===== src/rtl/rr_arb8.sv =====
// Eight-way round-robin arbiter with a bounded hold time.
// One requester at a time owns the shared resource. Ownership ends when the
// owner signals done, drops its request, or has held for MAX_HOLD cycles.
// After every release there is one idle cycle before the next grant. The
// search for the next owner starts just after the previous owner.
module rr_arb8 #(
  parameter int MAX_HOLD = 4
) (
  input  logic       clk,
  input  logic       rst,
  input  logic [0:7] req,
  input  logic       done,
  output logic [0:7] grant,
  output logic [2:0] grant_idx,
  output logic       grant_valid
);

  typedef enum logic {
    IDLE,
    BUSY
  } state_e;

  localparam logic [3:0] HOLD_LIMIT = 4'(MAX_HOLD);

  state_e     state_q, state_d;
  logic [2:0] ptr_q, ptr_d;
  logic [3:0] hold_q, hold_d;
  logic [0:7] grant_q, grant_d;
  logic [2:0] idx_q, idx_d;
  logic       valid_q, valid_d;

  logic       found;
  logic [2:0] winner;
  logic       releaseNow;

  // Find the first active request in the order ptr, ptr+1, ..., ptr+7 (mod 8).
  always_comb begin
    logic [2:0] cand;
    found  = 1'b0;
    winner = ptr_q;
    cand   = ptr_q;
    for (int i = 7; i >= 0; i--) begin
      cand = ptr_q + 3'(i);
      if (req[cand]) begin
        found  = 1'b1;
        winner = cand;
      end
    end
  end

  // Ownership ends on done, on the owner dropping its request, or on hold expiry.
  always_comb begin
    releaseNow = done | ~req[idx_q] | (hold_q == HOLD_LIMIT);
  end

  // State register together with the registered outputs and arbitration state.
  always_ff @(posedge clk or posedge rst) begin
    if (rst) begin
      state_q <= IDLE;
      ptr_q   <= 3'd0;
      hold_q  <= 4'd0;
      grant_q <= 8'b0;
      idx_q   <= 3'd0;
      valid_q <= 1'b0;
    end else begin
      state_q <= state_d;
      ptr_q   <= ptr_d;
      hold_q  <= hold_d;
      grant_q <= grant_d;
      idx_q   <= idx_d;
      valid_q <= valid_d;
    end
  end

  // Next-state logic: grant from idle when anyone asks, return to idle on release.
  always_comb begin
    state_d = state_q;
    case (state_q)
      IDLE: if (found) state_d = BUSY;
      BUSY: if (releaseNow) state_d = IDLE;
      default: state_d = IDLE;
    endcase
  end

  // Next values of the grant outputs, hold counter and priority pointer.
  always_comb begin
    ptr_d   = ptr_q;
    hold_d  = hold_q;
    grant_d = grant_q;
    idx_d   = idx_q;
    valid_d = valid_q;
    case (state_q)
      IDLE: begin
        if (found) begin
          hold_d          = 4'd1;
          grant_d         = 8'b0;
          grant_d[winner] = 1'b1;
          idx_d           = winner;
          valid_d         = 1'b1;
        end else begin
          hold_d  = 4'd0;
          grant_d = 8'b0;
          valid_d = 1'b0;
        end
      end
      BUSY: begin
        if (releaseNow) begin
          hold_d  = 4'd0;
          grant_d = 8'b0;
          valid_d = 1'b0;
          ptr_d   = idx_q + 3'd1;
        end else begin
          hold_d = hold_q + 4'd1;
        end
      end
      default: begin
        hold_d  = 4'd0;
        grant_d = 8'b0;
        valid_d = 1'b0;
      end
    endcase
  end

  assign grant       = grant_q;
  assign grant_idx   = idx_q;
  assign grant_valid = valid_q;

endmodule


===== config.mk =====
export PLATFORM = sky130hd
export DESIGN_NAME = rr_arb8
export DESIGN_NICKNAME = d
export VERILOG_FILES = /design/src/rtl/rr_arb8.sv
export SDC_FILE = /design/constraint.sdc
export NUM_CORES = 1
export LEC_CHECK = 0
export ABC_AREA = 1
export CORE_ASPECT_RATIO = 1.1
export CORE_MARGIN = 2
export CORE_UTILIZATION = 55
export CTS_CLUSTER_DIAMETER = 30
export CTS_CLUSTER_SIZE = 25
export DETAILED_ROUTE_END_ITERATION = 16
export PLACE_DENSITY = 0.78
export SLEW_MARGIN = 20
export SYNTH_ARGS = -nofsm -noshare
export SYNTH_HDL_FRONTEND = slang
export SYNTH_SLANG_ARGS = --single-unit

===== constraint.sdc =====
create_clock -name clk -period 2.35 [get_ports clk]
set_input_delay 0.47 -clock clk [delete_from_list [all_inputs] [get_ports clk]]
set_output_delay 0.47 -clock clk [all_outputs]
set_load 0.02 [all_outputs]

==> results.json, run 1 <==
{
  "outcome": "complete, no violations",
  "crit_required_ps": 2550,
  "r2r_cells": 16,
  "endpoint_kind": "register",
  "cts_tree": "built",
  "drv_cap": 0,
  "numPlacedInstances": 290,
  "ant_nets": 0,
  "synth_top_area_frac": 0.293,
  "synth_area_leaders": "dfrtp_1, nand2_1, nand3_2, nand3_1, nand2_2",
  "wl_per_cell_um": 13.1,
  "crit_start": "ptr_q[1]",
  "synth_top_area_cell": "dfrtp_1",
  "tightestPinTransition_ps": 745,
  "multi_input_area_mm2": 0.00109,
  "dp_hpwl_um": 2980,
  "start_kind": "register",
  "clk_latency_ps": 300,
  "cts_inserted_buffers": 3,
  "setup_violations": 0,
  "synthArstFlopShare": 1.00,
  "hold_buffers": 0,
  "regArea_um2": 500,
  "clock_sink_count": 20,
  "grt_util_all_layers": 0.224,
  "synth_edf_count": 0,
  "slew_headroom": 0.503,
  "h-tree-depth": 1,
  "via_per_inst": 5.45,
  "drt_wl_total_um": 3840,
  "rsz0062_at_grt": "no",
  "grt_overflow": 0,
  "core_area_mm2": 0.00300,
  "critPathMaxFanout": 8,
  "die_h_um": 62.5,
  "num_vias": 1602,
  "ys_seq_area_frac": 0.293,
  "diodes": 0,
  "cts_buffer_depth": 2,
  "fillCellCount": 250,
  "drc": 0,
  "clkSlewWorstSetupHoldPaths_ps": 110,
  "critical_path_class": "reg -> reg",
  "grt_pass1_vias": 1504,
  "firstDrtPassIters": 4,
  "drive_gt1_frac": 0.262,
  "gp_congestion": 0.947,
  "die_area_mm2": 0.00357,
  "fin_ws_ps": 208,
  "yosysMostFrequentCell": "nand2_1",
  "fin_nets": 277,
  "die_w_um": 57.2,
  "r2r-start": "ptr_q[1]",
  "ys.warnings.count": 0,
  "grt_use_met3": 0.0207,
  "skew_ps": 4.71,
  "io_buffer_count": 22,
  "postSynthAreaPerCell_um2": 7.40,
  "min_from": "grant[7]",
  "busiest_layer": "met2",
  "finalNonFillerCells": 294,
  "finalCriticalPeriod_ps": 2140,
  "pre_cts_slack_ps": -16.0,
  "grt_use_met2": 0.375,
  "yosys-top-cells-count": "nand2_1, nand3_1, dfrtp_1",
  "fin_worst_hold_slack_ps": 490,
  "clockRootBuffer": "clkbuf_4",
  "fmax_mhz": 467,
  "slew_violations": 0,
  "antenna_found_initial": 0,
  "synth_nets": 247,
  "syn_area_mm2": 0.00171,
  "start_util": 0.571,
  "area_growth_pct": 20.2,
  "period_share": 0.912,
  "hold_viol_final": 0,
  "ys_ff_latch": 20,
  "drtIter0Drc": 61,
  "groute.layer.met1.usage": 0.277,
  "grt_pass1_wl_um": 6380,
  "ios": 23,
  "grt_max_degree": 21,
  "post-cts-setup-buffers": 0,
  "synth_cells": 231,
  "cts_resized": 0,
  "synth-main-ff-cell": "dfrtp_1",
  "num_rows": 21,
  "ys_types": 28,
  "hold_class": "reg -> reg",
  "crit_arrival_ps": 2340,
  "min_path_cells": 2
}
-- cell families (layout without fill, tap and decap cells) --
kind of cell               Yosys count  count (layout)  synth area share
xor gates and xnor gates             7               7            0.0359
muxes                                1               1           0.00586
DFF                                 20              20             0.293
buffers and inverters               28              57            0.0791
adders and majority gates            5               5            0.0366
AOI/OAI and AO/OA                   19              19            0.0725
and+or+nand+nor                    151             151             0.477
-- per-layer routing --
layer | part of all wire | wire length [um] | vias up
met1 | 0.46 | 1750 | 740
li1 | - | - | 816
met5 | 0 | 0 | -
met4 | 0.014 | 52 | 0
met3 | 0.035 | 135 | 6
met2 | 0.50 | 1900 | 40
-- per-stage QoR --
step	area, um2	setup TNS (ps)	utilization
5_1_grt	2050	0	0.686
6_report	2050	0	0.686
3_3_place_gp	2000	-52.2	0.667
4_1_cts	2030	0	0.679
2_1_floorplan	1710	0	-
3_5_place_dp	2000	-21.5	0.667
-- sequential cells by signal, summed over array words and instances, names as in the netlist --
register     count
grant            8
grant_idx        3
grant_valid      1
hold_q           4
ptr_q            3
state_q          1
-- cells in the final DEF (no fill, tap or decap) --
| cell type | synthesis | routed |
|---|---|---|
| xnor2_2 | 0 | 1 |
| nand2_2 | 19 | 19 |
| o21ai_0 | 6 | 6 |
| a21boi_2 | 1 | 1 |
| inv_1 | 15 | 15 |
| nor2_4 | 4 | 4 |
| dfrtp_1 | 20 | 20 |
| inv_2 | 7 | 7 |
| nand3_2 | 15 | 15 |
| nand2_4 | 3 | 3 |
| and3b_1 | 1 | 1 |
| clkbuf_8 | 0 | 1 |
| a32o_1 | 1 | 1 |
| inv_4 | 1 | 1 |
| a21oi_1 | 8 | 8 |
| xnor2_1 | 4 | 3 |
| o21ai_4 | 1 | 1 |
| nand4_1 | 4 | 4 |
| clkdlybuf4s50_1 | 0 | 22 |
| mux2i_1 | 1 | 1 |
| nand2_1 | 66 | 66 |
| nor2_2 | 2 | 2 |
| clkbuf_4 | 0 | 3 |
| nand3_1 | 28 | 28 |
| buf_4 | 1 | 7 |
| ha_1 | 5 | 4 |
| buf_12 | 0 | 1 |
| nor2_1 | 9 | 9 |
| o21ai_2 | 1 | 1 |
| xor2_1 | 3 | 3 |
| a211oi_1 | 1 | 1 |
| ha_4 | 0 | 1 |
-- critical path, stage by stage, from the launching register on --
cell	delay (ps)
dfrtp_1	410
buf_4	200
ha_1	230
xor2_1	190
nand3_1	140
nand2_2	120
inv_2	50
nand2_2	90
nand2_1	60
nand2_1	50
nand3_1	60
nand2_1	60
nand2_1	50
nand2_2	120
nand2_4	80
nand3_1	90
nand2_1	60
-- worst paths after layout --
| path | to | slack, ps |
|---|---|---|
| worst max-delay path | grant[4] | 210 |
| worst min-delay path | grant[7] | 490 |
| worst max register to register | grant[4] | 210 |
| worst min register to register | grant[7] | 490 |
| max in group asynchronous | grant_idx[0] | 1300 |
| min in group asynchronous | grant_idx[2] | 580 |
-- cell type report --
type,count,area share
clock buffer,4,0.0177
timing repair buffer,30,0.143
inverter,23,0.0432
tap,34,0.0207
multi-input combinational,183,0.532
sequential,20,0.244
Power of run 1 is left out: the tool's default activity adds up to more than one toggle a clock period on the data nets, which glitch-free logic cannot reach.
==> run 2: changes to the inputs <==
--- a/config.mk
+++ b/config.mk
@@ -7,12 +7,12 @@
 export LEC_CHECK = 0
 export ABC_AREA = 1
 export CORE_ASPECT_RATIO = 1.1
-export CORE_MARGIN = 2
 export CORE_UTILIZATION = 55
 export CTS_CLUSTER_DIAMETER = 30
 export CTS_CLUSTER_SIZE = 25
 export DETAILED_ROUTE_END_ITERATION = 16
 export PLACE_DENSITY = 0.78
+export SKIP_CTS_REPAIR_TIMING = 1
 export SLEW_MARGIN = 20
 export SYNTH_ARGS = -nofsm -noshare
 export SYNTH_HDL_FRONTEND = slang
==> run 2 against run 1 <==
Core utilization is 2.6 points higher. Sequential share of layout area up 0.27 points. Setup slack got worse by 49 ps. Highest routed layer unchanged. Final cell count shrank 0.68%. Via count shrank 2.6%. Die area shrank 6.6%. Critical path type unchanged. Critical endpoint unchanged. Wire length is 2.0% lower. Critical path depth is the same.
==> results.json, run 2 (synthesis results as in run 1) <==
{
  "grt_overflow": 0,
  "cts_buffer_depth": 2,
  "tightestPinTransition_ps": 717,
  "final_common_cell": "nand2_1",
  "endpoint_kind": "register",
  "diodes": 0,
  "critical_path.top_delay_family": "simple AND/OR/NAND/NOR gates",
  "fin_nets": 277,
  "crit_required_ps": 2540,
  "dp_hpwl_um": 2990,
  "drtIter0Drc": 48,
  "grt_pass1_vias": 1423,
  "wl_per_cell_um": 12.9,
  "slowest_stage": "dfrtp_1",
  "drc": 0,
  "clockRootBuffer": "clkbuf_4",
  "fin_ws_ps": 159,
  "slew_violations": 0,
  "ios": 23,
  "fmax_mhz": 456,
  "skew_ps": 9.04,
  "critical_path_class": "reg -> reg",
  "period_share": 0.933,
  "gp_congestion": 0.906,
  "io_buffer_count": 22,
  "hold_viol_final": 0,
  "grt_pass1_wl_um": 6050,
  "outcome": "complete, no violations",
  "grt_max_degree": 21,
  "mostFrequentLayoutCells": "nand2_1, nand3_1, clkdlybuf4s50_1",
  "firstDrtPassIters": 4,
  "cts_tree": "built",
  "antenna_found_initial": 0,
  "hold_class": "reg -> reg",
  "slowest_delay_ps": 420,
  "clkSlewWorstSetupHoldPaths_ps": 110,
  "finalCriticalPeriod_ps": 2190,
  "clock_sink_count": 20,
  "num_vias": 1560,
  "area_growth_pct": 18.9,
  "crit_path_cell_trace": "buf_4, ha_1, xor2_1, nand3_1, nand2_2, inv_2, nand2_2, nand2_1, nand2_1, nand3_1, nand2_1, nand2_1, nand2_2, nand2_4, nand3_1, nand2_1",
  "crit_arrival_ps": 2390,
  "die_area_mm2": 0.00333,
  "drive_gt1_frac": 0.255,
  "cp_common_cell": "nand2_1",
  "drv_cap": 0,
  "setup_violations": 0,
  "rsz0062_at_grt": "no",
  "core_area_mm2": 0.00285,
  "num_rows": 20,
  "drt_wl_total_um": 3760,
  "largest_reg_flops": 8,
  "grt_util_all_layers": 0.251,
  "cp_num_buf_inv": 2,
  "ant_nets": 0,
  "h-tree-depth": 1,
  "via_per_inst": 5.34,
  "slew_headroom": 0.522,
  "start_util": 0.599,
  "clk_latency_ps": 290,
  "cts_inserted_buffers": 3,
  "die_w_um": 55.2,
  "start_kind": "register",
  "die_h_um": 60.5,
  "critPathMaxFanout": 8,
  "pre_cts_slack_ps": -30.9
}
-- run 2: cell types whose count changed in the layout (fill, tap and decap cells not counted) --
cell and change:
clkbuf_8 -1, xnor2_2 -1, xnor2_1 +1
-- run 2: worst paths after layout --
| kind | slack [ps] | cells after the start | endpoint | start |
|---|---|---|---|---|
| hold reg to reg | 490 | 2 | grant[3] | grant[3] |
| setup / recovery | 160 | 16 | grant[4] | ptr_q[1] |
| hold / removal | 490 | 2 | grant[3] | grant[3] |
| min in group asynchronous | 580 | 2 | grant_valid | rst |
| setup reg to reg | 160 | 16 | grant[4] | ptr_q[1] |
| max in group asynchronous | 1310 | 2 | ptr_q[1] | rst |
-- run 2: area by class of cell --
type                    instances  area, um2
well taps                      33       41.3
fillers                       224        821
multi-input cells             183       1090
inverters                      23       88.8
repair buffers                 30        293
flip-flops and latches         20        500
clock buffers                   3       22.5
-- run 2: through the flow --
stage,std cells,util,setup TNS [ps],area (um2),hold slack [ps]
2_1_floorplan,231,-,0,1710,434
6_report,292,0.712,0,2030,492
5_1_grt,292,0.712,0,2030,514
4_1_cts,292,0.708,0,2020,494
3_5_place_dp,289,0.700,-92.7,2000,462
3_3_place_gp,289,0.700,-124,2000,461
-- run 2: worst min-delay path, delay by kind of cell (launching register included) --
family           cells  cell delay, ps
flip-flops           1             350
AND/OR/NAND/NOR      2             110
-- run 2: metal layers --
| layer | wire, um | part of all wire | track usage |
|---|---|---|---|
| met1 | 1760 | 0.47 | 0.330 |
| met2 | 1820 | 0.48 | 0.420 |
| met3 | 133 | 0.035 | 0.0175 |
| met4 | 48 | 0.013 | 0.111 |
| met5 | 0 | 0 | 0 |
Power of run 2 is left out for the same reason.
